===== src/rtl/tia_phase_gen_pkg.sv =====
// Shared definitions for the TIA two-phase strobe generator: state encodings,
// default phase/gap lengths and the counter width helper.
package tia_phase_gen_pkg;

    localparam int TIA_DEF_PH_LEN  = 2;
    localparam int TIA_DEF_GAP_LEN = 1;

    typedef enum logic [2:0] {
        TIA_PH_IDLE = 3'd0,
        TIA_PH_PH1  = 3'd1,
        TIA_PH_GAP1 = 3'd2,
        TIA_PH_PH2  = 3'd3,
        TIA_PH_GAP2 = 3'd4
    } tia_ph_state_e;

    // Bits needed to hold max(ph_len, gap_len), never less than one.
    function automatic int cnt_width(int ph_len, int gap_len);
        int m;
        int w;
        m = (ph_len > gap_len) ? ph_len : gap_len;
        w = $clog2(m + 1);
        return (w < 1) ? 1 : w;
    endfunction

endpackage


===== src/rtl/tia_phase_gen_if.sv =====
// Strobe bundle between a tia_phase_gen instance and its controller / latch chain.
// The rsync restart request exists only when TIA_PHASE_RESYNC_EN is defined.
interface tia_phase_gen_if;

    logic enable;
    logic s1;
    logic s2;
    logic s1_rise;
    logic busy;
`ifdef TIA_PHASE_RESYNC_EN
    logic rsync;

    modport master (output enable, output rsync, input s1, input s2, input s1_rise, input busy);
    modport slave  (input enable, input rsync, output s1, output s2, output s1_rise, output busy);
`else
    modport master (output enable, input s1, input s2, input s1_rise, input busy);
    modport slave  (input enable, output s1, output s2, output s1_rise, output busy);
`endif

endinterface


===== src/rtl/tia_phase_timer.sv =====
// Loadable down-counter that sits at zero; done marks the last cycle of a phase.
module tia_phase_timer #(
    parameter int CW = 1
) (
    input  logic          clk,
    input  logic          reset,
    input  logic          load,
    input  logic [CW-1:0] load_val,
    output logic          done
);

    logic [CW-1:0] cnt_q;
    logic [CW-1:0] cnt_d;

    // Load takes priority; otherwise count down and hold at zero.
    always_comb begin
        cnt_d = cnt_q;
        if (load) begin
            cnt_d = load_val;
        end else if (cnt_q != '0) begin
            cnt_d = cnt_q - CW'(1);
        end
    end

    // Count register with synchronous reset.
    always_ff @(posedge clk) begin
        if (reset) begin
            cnt_q <= '0;
        end else begin
            cnt_q <= cnt_d;
        end
    end

    assign done = (cnt_q == '0);

endmodule


===== src/rtl/tia_phase_gen.sv =====
// Non-overlapping two-phase strobe generator (s1 -> gap -> s2 -> gap) for tia_d1
// latch chains. Define TIA_PHASE_RESYNC_EN to add the rsync restart request.
module tia_phase_gen
    import tia_phase_gen_pkg::*;
#(
    parameter int PH_LEN  = TIA_DEF_PH_LEN,
    parameter int GAP_LEN = TIA_DEF_GAP_LEN
) (
    input  logic            clk,
    input  logic            reset,
    tia_phase_gen_if.slave  io
);

    localparam int            CW       = cnt_width(PH_LEN, GAP_LEN);
    localparam logic [CW-1:0] PH_LOAD  = CW'(PH_LEN - 1);
    localparam logic [CW-1:0] GAP_LOAD = CW'(GAP_LEN - 1);

    if (PH_LEN < 1 || GAP_LEN < 1) begin : g_param_check
        $error("tia_phase_gen: PH_LEN and GAP_LEN must both be >= 1");
    end

    tia_ph_state_e state_q, state_d;
    logic          s1_q, s1_d;
    logic          s2_q, s2_d;
    logic          s1_rise_q, s1_rise_d;
    logic          busy_q, busy_d;
    logic          load;
    logic [CW-1:0] load_val;
    logic          done;
    logic          rsync_hit;

    tia_phase_timer #(.CW(CW)) u_timer (
        .clk      (clk),
        .reset    (reset),
        .load     (load),
        .load_val (load_val),
        .done     (done)
    );

    // Next state, timer load on every state entry, and next registered outputs.
    always_comb begin
        state_d   = state_q;
        rsync_hit = 1'b0;
        case (state_q)
            TIA_PH_IDLE: if (io.enable) state_d = TIA_PH_PH1;
            TIA_PH_PH1:  if (done)      state_d = TIA_PH_GAP1;
            TIA_PH_GAP1: if (done)      state_d = TIA_PH_PH2;
            TIA_PH_PH2:  if (done)      state_d = TIA_PH_GAP2;
            TIA_PH_GAP2: if (done)      state_d = io.enable ? TIA_PH_PH1 : TIA_PH_IDLE;
            default:                    state_d = TIA_PH_IDLE;
        endcase
`ifdef TIA_PHASE_RESYNC_EN
        // A restart parks in GAP2 with a fresh count so the gap rule still holds.
        if (io.rsync && state_q != TIA_PH_IDLE) begin
            state_d   = TIA_PH_GAP2;
            rsync_hit = 1'b1;
        end
`endif
        load = (state_d != state_q) || rsync_hit;
        case (state_d)
            TIA_PH_PH1, TIA_PH_PH2:   load_val = PH_LOAD;
            TIA_PH_GAP1, TIA_PH_GAP2: load_val = GAP_LOAD;
            default:                  load_val = '0;
        endcase
        s1_d      = (state_d == TIA_PH_PH1);
        s2_d      = (state_d == TIA_PH_PH2);
        s1_rise_d = (state_d == TIA_PH_PH1) && (state_q != TIA_PH_PH1);
        busy_d    = (state_d != TIA_PH_IDLE);
    end

    // State and strobe registers; reset drops everything with no gap enforced.
    always_ff @(posedge clk) begin
        if (reset) begin
            state_q   <= TIA_PH_IDLE;
            s1_q      <= 1'b0;
            s2_q      <= 1'b0;
            s1_rise_q <= 1'b0;
            busy_q    <= 1'b0;
        end else begin
            state_q   <= state_d;
            s1_q      <= s1_d;
            s2_q      <= s2_d;
            s1_rise_q <= s1_rise_d;
            busy_q    <= busy_d;
        end
    end

    assign io.s1      = s1_q;
    assign io.s2      = s2_q;
    assign io.s1_rise = s1_rise_q;
    assign io.busy    = busy_q;

endmodule


===== src/flat_wrapper.sv =====
// flat-port wrapper written by rule: the top's interface ports become plain ports
module tia_phase_gen_flat import tia_phase_gen_pkg::*;
#(
    parameter int PH_LEN  = TIA_DEF_PH_LEN,
    parameter int GAP_LEN = TIA_DEF_GAP_LEN
)
  (clk, reset, io_enable, io_s1, io_s2, io_s1_rise, io_busy);
  tia_phase_gen_if io_i ();
  input  logic clk;
  input  logic reset;
  input wire logic [$bits(io_i.enable)-1:0] io_enable;
  output wire logic [$bits(io_i.s1)-1:0] io_s1;
  output wire logic [$bits(io_i.s2)-1:0] io_s2;
  output wire logic [$bits(io_i.s1_rise)-1:0] io_s1_rise;
  output wire logic [$bits(io_i.busy)-1:0] io_busy;
  assign io_i.enable = io_enable;
  assign io_s1 = io_i.s1;
  assign io_s2 = io_i.s2;
  assign io_s1_rise = io_i.s1_rise;
  assign io_busy = io_i.busy;
  tia_phase_gen #(.PH_LEN(PH_LEN), .GAP_LEN(GAP_LEN)) u_core (.clk(clk), .reset(reset), .io(io_i));
endmodule

===== config.mk =====
export PLATFORM = sky130hd
export DESIGN_NAME = tia_phase_gen_flat
export DESIGN_NICKNAME = d
export VERILOG_FILES = /design/src/rtl/tia_phase_gen_pkg.sv /design/src/rtl/tia_phase_gen_if.sv /design/src/rtl/tia_phase_timer.sv /design/src/rtl/tia_phase_gen.sv /design/src/flat_wrapper.sv
export SDC_FILE = /design/constraint.sdc
export NUM_CORES = 1
export LEC_CHECK = 0
export CORE_AREA = 2 2 39 41
export CTS_BUF_LIST = sky130_fd_sc_hd__clkbuf_2
export DETAILED_ROUTE_END_ITERATION = 12
export DIE_AREA = 0 0 41 43
export PLACE_DENSITY_LB_ADDON = 0.2
export SYNTH_ARGS = -nofsm -noshare
export SYNTH_HDL_FRONTEND = slang
export SYNTH_SLANG_ARGS = --single-unit

===== constraint.sdc =====
create_clock -name clk -period 1.24 [get_ports clk]
set_clock_uncertainty 0.05 [all_clocks]
set_input_delay 0.248 -clock clk [delete_from_list [all_inputs] [get_ports clk]]
set_output_delay 0.248 -clock clk [all_outputs]
set_load 0.03 [all_outputs]

==> impl_metrics.env <==
export IMPL_area_growth_pct=48.7
export IMPL_max_cap_viol_count=0
export IMPL_grt_first_pass_wirelength_um=1440
export IMPL_clkSinkCount=9
export IMPL_crit_buf_inv=2
export IMPL_synth_net_count=52
export IMPL_instances_no_fill=84
export IMPL_cts_htree_levels=1
export IMPL_core_um2=1380
export IMPL_portBuffers=6
export IMPL_num_vias=419
export IMPL_place_inst=78
export IMPL_cp_data_required_time_ns=1.33
export IMPL_grt_use_met2_pct=18.4
export IMPL_tns_ns=-0.364
export IMPL_synthTopCellsByCount="9 x dfxtp_1, 5 x nor2_1, 4 x inv_1"
export IMPL_powerDensity_nw_per_um2=2550
export IMPL_grtUsageMet1_pct=13.9
export IMPL_detail_route_wl_per_cell_um=11.7
export IMPL_period_needed_ns=1.37
export IMPL_pwr_share_clk_pct=11.4
export IMPL_setup_viol=5
export IMPL_drc_errors=0
export IMPL_synth_yosys_warnings=0
export IMPL_post_drt_via_cell_ratio=4.99
export IMPL_critPathSlowestCell="dfxtp_2"
export IMPL_p_int_mw=1.03
export IMPL_critPathCaptureType="flip-flop"
export IMPL_p_switching_mw=0.677
export IMPL_place_area_um2=597
export IMPL_final_area_um2=668
export IMPL_clock_path_buffers=2
export IMPL_cts_tree="built"
export IMPL_synth_area_leaders="dfxtp_1 40%, o311a_1 4.5%, nor2_1 4.2%, xor2_1 3.9%, nor3_1 3.3%"
export IMPL_synth_top_cell_area_share_pct=40.1
export IMPL_ios=7
export IMPL_cts_made_buffers=3
export IMPL_async_reset_ff_share_pct=0
export IMPL_die_h_um=43
export IMPL_ys_seq_area_share_pct=40.1
export IMPL_track_usage_pct=13.0
export IMPL_cpPeakStageDelay_ns=0.33
export IMPL_grt_busiest_layer="met2"
export IMPL_firstDrtPassIters=4
export IMPL_seq_power_share_pct=30.3
export IMPL_drive_above_1_share_pct=54.4
export IMPL_hold_class="flip-flop to flip-flop"
export IMPL_cp_start_kind="flip-flop"
export IMPL_ys_flop_type="dfxtp_1"
export IMPL_syn_area_um2=449
export IMPL_yosysTopAreaCell="dfxtp_1"
export IMPL_syn_avg_cell_area_um2=9.36
export IMPL_antenna_left=0
export IMPL_nets=73
export IMPL_crit_fanout=6
export IMPL_critical_path_class="flip-flop to flip-flop"
export IMPL_clock_fmax_mhz=729
export IMPL_hold_buffers=0
export IMPL_cp_arrival_ns=1.46
export IMPL_crit_chain="inv_2, ha_4, and2b_4, buf_4, o41ai_2, nor3_1"
export IMPL_p_leak_nw=0.301
export IMPL_rsz0062_at_grt="yes"
export IMPL_first_global_vias=367
export IMPL_post_synth_top_count_cell="dfxtp_1"
export IMPL_wl_um=986
export IMPL_fin_crit_sh_pct=111
export IMPL_use_met3_pct=9.42
export IMPL_overflow=0
export IMPL_irDropWorstVdd_mv=1.19
export IMPL_clk_pin_slew_ns=0.09
export IMPL_power_mw=1.70
export IMPL_finalHoldViolations=0
export IMPL_setup_slack_ns=-0.133
export IMPL_gp_congestion=0.735
export IMPL_initial_core_util_pct=32.5
export IMPL_p_comb_share_pct=58.3
export IMPL_drtIter0Drc=8
export IMPL_synth_edf_count=0
export IMPL_clockRootBuffer="clkbuf_2"
export IMPL_antenna_cells=0
export IMPL_grt_start_max_net_pins=10
export IMPL_hpwl_um=666
export IMPL_status="finished with violations"
export IMPL_dieWidth_um=41
export IMPL_antenna_found_initial=0
export IMPL_crit_family="flip-flops"
export IMPL_maxSlewViolCount=0
export IMPL_yosysUniqueCellTypes=26
export IMPL_max_slew_margin_pct=75.8
export IMPL_synth_cells=48
export IMPL_die_area_um2=1760
export IMPL_swShare_pct=39.7
export IMPL_fin_hold_ws_ns=0.482
export IMPL_worst_pin_slew_ns=0.362
export IMPL_clock_latency_ns=0.26
export IMPL_std_cell_rows=14
export IMPL_violations="negative setup slack"
export IMPL_ys_ff_latch=9
[tightest hold or removal path, stage by stage (launching register included)]
cell	delay [ns]
dfxtp_2	0.33
a21oi_1	0.12
nor3_1	0.05
[registers in the layout, indices dropped and copies added, names as in the netlist]
name and count:
u_core.state_q 3, u_core.u_timer.cnt_q 2, u_core.io.s1 1, u_core.io.busy 1
u_core.io.s1_rise 1, u_core.io.s2 1
[timing repair]
item / in CTS / in global routing
setup buffers: 0 / 2
setup endpoints to repair: 6 / 6
pin swaps: 0 / 4
gates resized for setup: 1 / 7
[stage by stage]
stage / worst slack, ns / utilization [%]
global placement: -0.130 / 43.1
floorplan: -0.0626 / -
global route: -0.187 / 48.3
finish: -0.133 / 48.3
detailed placement: -0.134 / 43.1
CTS: -0.102 / 44.7
[power by group through the flow]
stage	clock network (mW)	logic [mW]	registers [mW]
finish	0.195	0.993	0.517
global route	0.223	1.09	0.540
CTS	0.203	0.922	0.503
detailed placement	0	0.920	0.508
global placement	0	0.911	0.514
floorplan	0	0.600	0.534
[cell type report]
type	count	area, µm²
clock buffer	4	20.0
fill	134	716
inverter	4	15.0
multi-input combinational	31	272
sequential	9	183
tap	16	20.0
timing repair buffer	20	159
[placed cells by master, fill, tap and decap left out, types with 2 or more instances in the layout]
cell type	synthesis	routed
buf_4	0	17
dfxtp_1	9	7
nor2_1	5	4
clkbuf_2	0	4
inv_2	0	2
inv_1	4	2
xor2_1	2	2
nor3_1	3	2
o21ai_0	2	2
o311a_1	2	2
a21oi_1	2	2
clkdlybuf4s50_1	0	2
dfxtp_2	0	2
[path summary, 6_finish.rpt]
path / from / end / slack, ns / cells after the start
max reg2reg: u_core.u_timer.cnt_q[1]$_SDFFE_PP0P_ / u_core.u_timer.cnt_q[1]$_SDFFE_PP0P_ / -0.13 / 6
min: u_core.u_timer.cnt_q[1]$_SDFFE_PP0P_ / u_core.u_timer.cnt_q[1]$_SDFFE_PP0P_ / 0.48 / 2
max: u_core.u_timer.cnt_q[1]$_SDFFE_PP0P_ / u_core.u_timer.cnt_q[1]$_SDFFE_PP0P_ / -0.13 / 6
min reg2reg: u_core.u_timer.cnt_q[1]$_SDFFE_PP0P_ / u_core.u_timer.cnt_q[1]$_SDFFE_PP0P_ / 0.48 / 2
[routing by layer]
metal / up-vias / share of wire [%]
li1: 213 / -
met3: 4 / 7.7
met5: - / 0
met1: 190 / 37
met2: 12 / 53
met4: 0 / 2.1
[logic make-up after synthesis]
logic type	Yosys count	synth area share, %
AO/OA/AOI/OAI	13	22.3
XOR/XNOR	2	3.90
adder cells (fa/ha/maj)	1	2.79
buffers and inverters	8	10.3
flip-flops	9	40.1
AND/OR/NAND/NOR	15	20.6
Power figures use the tool's default switching activity.
